### src/rtl/dff_pipeline_pkg.sv
// rtl/dff_pipeline_pkg.sv - shared constants and parameter checks for the elastic register pipeline
package dff_pipeline_pkg;

  // Width of the occupancy counter: must represent 0..stages inclusive.
  function automatic int count_width(input int stages);
    return $clog2(stages + 1);
  endfunction

  // Legal parameter combinations: at least one data bit and at least one stage.
  function automatic bit params_legal(input int width, input int stages);
    return (width >= 1) && (stages >= 1);
  endfunction

endpackage

### src/rtl/dff_pipe_stage.sv
// rtl/dff_pipe_stage.sv - one pipeline stage: valid bit plus data register with load enable and flush
module dff_pipe_stage
  import dff_pipeline_pkg::*;
#(
  parameter int WIDTH = 8
) (
  input  logic             Clk,
  input  logic             reset,
  input  logic             flush,
  input  logic             load,
  input  logic             up_valid,
  input  logic [WIDTH-1:0] up_data,
  output logic             valid,
  output logic [WIDTH-1:0] data
);

  // Flush only drops the valid bit; data is kept so a stalled output never glitches.
  // An empty upstream slot loaded in leaves the stale data untouched.
  always_ff @(posedge Clk or posedge reset) begin
    if (reset) begin
      valid <= 1'b0;
      data  <= '0;
    end else if (flush) begin
      valid <= 1'b0;
    end else if (load) begin
      valid <= up_valid;
      if (up_valid) begin
        data <= up_data;
      end
    end
  end

endmodule

### src/rtl/dff_pipeline.sv
// rtl/dff_pipeline.sv - elastic multi-stage register pipeline with valid/ready, stall, flush and occupancy
module dff_pipeline
  import dff_pipeline_pkg::*;
#(
  parameter int WIDTH  = 8,
  parameter int STAGES = 4
) (
  input  logic                             Clk,
  input  logic                             reset,
  input  logic                             enable,
  input  logic                             flush,
  input  logic                             in_valid,
  input  logic [WIDTH-1:0]                 in_data,
  output logic                             in_ready,
  output logic                             out_valid,
  output logic [WIDTH-1:0]                 out_data,
  input  logic                             out_ready,
  output logic [count_width(STAGES)-1:0]   count
);

  localparam int CW = count_width(STAGES);

  if (!params_legal(WIDTH, STAGES)) begin : g_illegal_params
    $error("dff_pipeline: WIDTH and STAGES must both be >= 1");
  end

  logic [STAGES-1:0] v;
  logic [STAGES-1:0] rdy;
  logic [WIDTH-1:0]  d [STAGES];

  // Ready chain, walked from the output back: a stage can load if any stage
  // at or after it is empty, or the output is draining. This is what lets
  // bubbles collapse while later stages are stalled.
  always_comb begin
    logic chain;
    rdy   = '0;
    chain = out_ready;
    for (int i = STAGES - 1; i >= 0; i--) begin
      chain  = !v[i] || chain;
      rdy[i] = chain;
    end
  end

  for (genvar i = 0; i < STAGES; i++) begin : g_stage
    logic             stage_up_valid;
    logic [WIDTH-1:0] stage_up_data;

    if (i == 0) begin : g_head
      assign stage_up_valid = in_valid;
      assign stage_up_data  = in_data;
    end else begin : g_body
      assign stage_up_valid = v[i-1];
      assign stage_up_data  = d[i-1];
    end

    dff_pipe_stage #(
      .WIDTH (WIDTH)
    ) u_stage (
      .Clk      (Clk),
      .reset    (reset),
      .flush    (flush),
      .load     (enable && rdy[i]),
      .up_valid (stage_up_valid),
      .up_data  (stage_up_data),
      .valid    (v[i]),
      .data     (d[i])
    );
  end

  // Both handshakes are masked while stalled, flushing or held in reset so no
  // transfer can be observed in a cycle that does not move state.
  assign in_ready  = !reset && enable && !flush && rdy[0];
  assign out_valid = !reset && enable && !flush && v[STAGES-1];
  assign out_data  = d[STAGES-1];

  // Occupancy is a popcount of the registered valid bits only.
  always_comb begin
    count = '0;
    for (int i = 0; i < STAGES; i++) begin
      count = count + CW'(v[i]);
    end
  end

endmodule

### config.mk
export PLATFORM = sky130hd
export DESIGN_NAME = dff_pipeline
export DESIGN_NICKNAME = d
export VERILOG_FILES = /design/src/rtl/dff_pipeline_pkg.sv /design/src/rtl/dff_pipe_stage.sv /design/src/rtl/dff_pipeline.sv
export SDC_FILE = /design/constraint.sdc
export NUM_CORES = 1
export LEC_CHECK = 0
export CAP_MARGIN = 20
export CORE_MARGIN = 2
export CORE_UTILIZATION = 65
export DETAILED_ROUTE_END_ITERATION = 8
export DONT_BUFFER_PORTS = 1
export PLACE_DENSITY = 0.88
export SLEW_MARGIN = 20
export SYNTH_ARGS = -nofsm -noshare
export SYNTH_HDL_FRONTEND = slang
export SYNTH_SLANG_ARGS = --single-unit
### constraint.sdc
create_clock -name Clk -period 2.7 [get_ports Clk]
set_input_delay 0.405 -clock Clk [delete_from_list [all_inputs] [get_ports Clk]]
set_output_delay 0.405 -clock Clk [all_outputs]
set_load 0.02 [all_outputs]
After elaboration in Yosys (flattened, before gate mapping)
Index checks and enable logic that the tools add are counted.
{"block": "word_totals", "register_bits": 36, "out_inout_bits": 13, "wordCells": 46}
{"block": "classes", "n_addsub": 3, "mux": 8, "bitwise_logic": 1, "n_reduce_logical": 26}
{"cell": "$reduce_and 3->1", "n": 4}
{"cell": "$logic_and 1x1->1", "n": 8}
{"cell": "$mux 1", "n": 8}
{"cell": "$reduce_bool 2->1", "n": 4}
{"cell": "$logic_not 1->1", "n": 6}
{"cell": "$logic_or 1x1->1", "n": 4}
{"cell": "$add 2x1->3", "n": 1}
{"cell": "$add 3x1->3", "n": 1}
{"cell": "$add 1x1->2", "n": 1}
{"cell": "$not 1->1", "n": 1}

Logic depth before layout (Yosys ltp)
{"block": "depth", "ltp_word": 8, "ltp_mapped": 5}

Hierarchy
Synthesis repeated with hierarchy kept, for this count alone.
{"block": "unflattened", "hier_cells": 101, "hier_area_um2": 1535.2}
{"mod": "dff_pipe_stage", "instances": 4, "cells_per_inst": 21, "area_per_inst_um2": 352.8, "seq_area_each_um2": 225.2}
{"mod": "dff_pipeline", "instances": 1, "cells_per_inst": 17, "area_per_inst_um2": 123.9, "seq_area_each_um2": 0.0}

Worst setup path after synthesis
Ideal clock, no wire load.
{"block": "synth_timing", "path_type": "input port to output port", "startpoint": "input port reset", "endpoint": "output port out_valid", "t_arrival_ns": 1.587, "slack_ns": 0.708, "cell_stages": 2, "n_path_buf": 0, "path_cell_list": "inv_1 -> and3_1"}
{"block": "synth_between", "elab_chain_cells": 4}
{"item": "from (decl)", "line": "dff_pipeline.sv:9", "source": "input logic reset,"}
{"item": "$logic_not 1->1", "line": "dff_pipeline.sv:73", "source": "assign out_valid = !reset && enable && !flush && v[STAGES-1];"}
{"item": "$logic_and 1x1->1 (3 in a row)", "line": "dff_pipeline.sv:73"}
{"item": "to (decl)", "line": "dff_pipeline.sv:15", "source": "output logic out_valid,"}
No other way between the ends.

Worst setup path in the final report
{"block": "layout_timing", "startpoint": "register g_stage[0].u_stage.valid", "endpoint": "output port count[1]"}
{"block": "layout_between", "elab_chain_cells": 3}
{"item": "from (decl)", "line": "dff_pipe_stage.sv:13", "source": "output logic valid,"}
{"item": "from (signal assigned)", "line": "dff_pipe_stage.sv:26", "source": "valid <= up_valid;"}
{"item": "$add 1x1->2", "line": "dff_pipeline.sv:80", "source": "count = count + CW'(v[i]);"}
{"item": "$add 2x1->3", "line": "dff_pipeline.sv:80"}
{"item": "$add 3x1->3", "line": "dff_pipeline.sv:80"}
{"item": "to (decl)", "line": "dff_pipeline.sv:18", "source": "output logic [count_width(STAGES)-1:0] count"}
No other way between the ends.

==> impl_metrics.ini <==
[outcome]
outcome = completed

[logic_synthesis]
async_reset_ff_frac = 1.00
synth_area_um2 = 1640
synth_top_area_share = 0.550
synth_cell_types = 22
syn_inst = 104
synth_area_leaders = dfrtp_1 55%, mux2_4 22%, mux2_2 5.5%, buf_6 2.8%, inv_1 1.8%
synth_most_common_cell = dfrtp_1
yosysWarnings = 0
synthTopCellsByCount = 36 x dfrtp_1, 24 x mux2_4, 8 x inv_1, 8 x mux2_2, 4 x buf_6
yosysSeqAreaShare = 0.550
yosysTopAreaCell = dfrtp_1
synth_area_per_cell_um2 = 15.7
synth.ff_latch_count = 36
synth_edf_count = 0
synthesis.nets = 121
ys.flop_type = dfrtp_1

[cts]
post_cts_buffers = 0
clock-sinks = 36
cts_tree = built
cts_buffer_depth = 2
cts-root-buf = clkbuf_4
cts_made_buffers = 5
htree_levels = 2
clk_pin_slew_ns = 0.10
worstSkewPairLatency_ns = 0.33

[setup_path]
worstPathBufferInverterCount = 2
critPathTopFamily = adder cells
cp-start-kind = register
reg2reg_from = g_stage[3].u_stage.valid$_DFFE_PP0P_
critical_path_class = reg2out
r2r_cells = 3
crit_slowest_cell = fa_1
cp_cell_sequence = inv_1 -> fa_1 -> inv_1 -> ha_1 -> ha_1
required_ns = 2.30
crit_start = g_stage[0].u_stage.valid$_DFFE_PP0P_
reg2reg_to = g_stage[3].u_stage.data[2]$_DFFE_PP0P_
cp_max_fo = 5
critPathCaptureType = output pin
rrSetupSlack_ns = 0.99
arrival_ns = 1.98
cpPeakStageDelay_ns = 0.54

[timing]
hold_violations = 0
setup_viol_count_final = 0
min_period_over_period = 0.884
holdWs_ns = 0.125
rsz0062_at_grt = false
slew_viol_final = 0
setup_tns_ns = 0
clock_skew_ns = 0.00309
worst_pin_slew_ns = 0.552
slew_headroom = 0.632
setup_slack_ns = 0.314
fmaxAchievable_ghz = 0.419
period_needed_ns = 2.39

[detailed_routing]
viasPerCell = 5.95
final_antenna_net_count = 0
drt_pass1_iterations = 4
via_count = 833
remaining_drc_errors = 0
drt_wl_total_mm = 2.57
drtIter0Drc = 9
wl_per_cell_um = 18.3

[grt]
overflow = 0
grt_pass1_wl_mm = 4.13
antenna_found_initial = 0
top_usage_layer = met2
gr-usage-all-layers = 0.210
grtUsageMet3 = 0.103
grt_pass1_vias = 848
grt_max_degree = 34
grt.met2_usage = 0.339
use_met1 = 0.245

[cells_and_area]
final_area_um2 = 1710
fin_nets = 126
diodes = 0
drive_above_1_share = 0.400
area_growth_pct = 4.20
fin_util = 0.702

[min_path]
min-delay-start = flush
hold_end = g_stage[2].u_stage.valid$_DFFE_PP0P_
hold_depth = 1
hold_path.class = in2reg

[placed_design]
port_buffers = 0
place.gp.congestion = 0.760
postPlaceCellArea_um2 = 1640
dp_hpwl_mm = 1.95
place_ws_ns = 0.661

[die]
initial_utilization = 0.673
die_w_um = 54.2
die-area_um2 = 2940
fp.dieH_um = 54.2
io_pins = 27
core-area_um2 = 2430
rows = 18

[power_and_ir_drop]
power_density_nw_per_um2 = 648
vdd_drop_max_mv = 0.558
leakage_nw = 0.843

[flow_run]
max_cap_violations = 0
[sequential cells by signal, indices dropped and copies added, names as in the netlist]
signal / count
g_stage.u_stage.valid: 4
g_stage.u_stage.data: 32
[cell usage in the layout, fill, tap and decap left out]
| cell type | n |
|---|---|
| nor2_1 | 1 |
| o21ai_0 | 1 |
| buf_4 | 1 |
| inv_1 | 8 |
| a21oi_1 | 3 |
| nand2_1 | 3 |
| and2b_2 | 1 |
| clkbuf_8 | 1 |
| nand3b_2 | 1 |
| nor2b_4 | 1 |
| ha_1 | 2 |
| and3_4 | 1 |
| o211a_1 | 1 |
| and3_1 | 2 |
| mux2_2 | 8 |
| mux2_4 | 24 |
| o211ai_4 | 1 |
| dfrtp_1 | 36 |
| fa_1 | 1 |
| clkbuf_1 | 2 |
| a22oi_1 | 1 |
| a311oi_1 | 2 |
| and3b_1 | 1 |
| nand4b_1 | 1 |
| clkbuf_4 | 5 |
| dlygate4sd3_1 | 1 |
[power breakdown]
group | internal (W) | switching, W | leakage (nW) | total, W
sequential | 0.000621 | 0.0000505 | 0.471 | 0.000671
combinational | 0.000104 | 0.0000427 | 0.340 | 0.000147
clock | 0.000128 | 0.000160 | 0.0326 | 0.000288
total | 0.000854 | 0.000253 | 0.843 | 0.00111
[through the flow]
step | power, W | instances
2_1_floorplan | 0.000799 | 104
3_3_place_gp | 0.000815 | 131
3_5_place_dp | 0.000831 | 131
4_1_cts | 0.00112 | 140
5_1_grt | 0.00117 | 140
6_report | 0.00111 | 140
[layout make-up]
| type | count | area, um^2 |
|---|---|---|
| Fill cell | 174 | 726 |
| Tap cell | 30 | 37.5 |
| Clock buffer | 8 | 58.8 |
| Timing Repair Buffer | 2 | 17.5 |
| Sequential cell | 36 | 901 |
| Multi-Input combinational cell | 56 | 662 |
| Inverter | 8 | 30.0 |
[routing by layer]
layer	vias to the layer above	wire [um]
li1	373	-
met2	31	1310
met3	3	186
met1	426	1060
met4	0	19
met5	-	0
[logic make-up after synthesis]
logic type,after synthesis,synth area share
mux,32,0.275
flops,36,0.550
fa+ha+maj,3,0.0275
compound gates,9,0.0466
buf+inv,12,0.0458
simple gates,12,0.0550
[worst max-delay path by stage]
stage / to / slack (ns) / cells after the start
after global routing: count[1] / 0.21 / 5
after CTS: count[1] / 0.29 / 5
after global placement: count[1] / 0.72 / 5
after floorplan: out_valid / 0.71 / 2
after detailed placement: count[1] / 0.66 / 5
final: count[1] / 0.31 / 5
[repair_timing]
action	in CTS	in global routing
endpoints found under the hold margin	3	0
gates resized for setup	0	0
hold buffers	1	0
(Power assumes the default switching activity.)
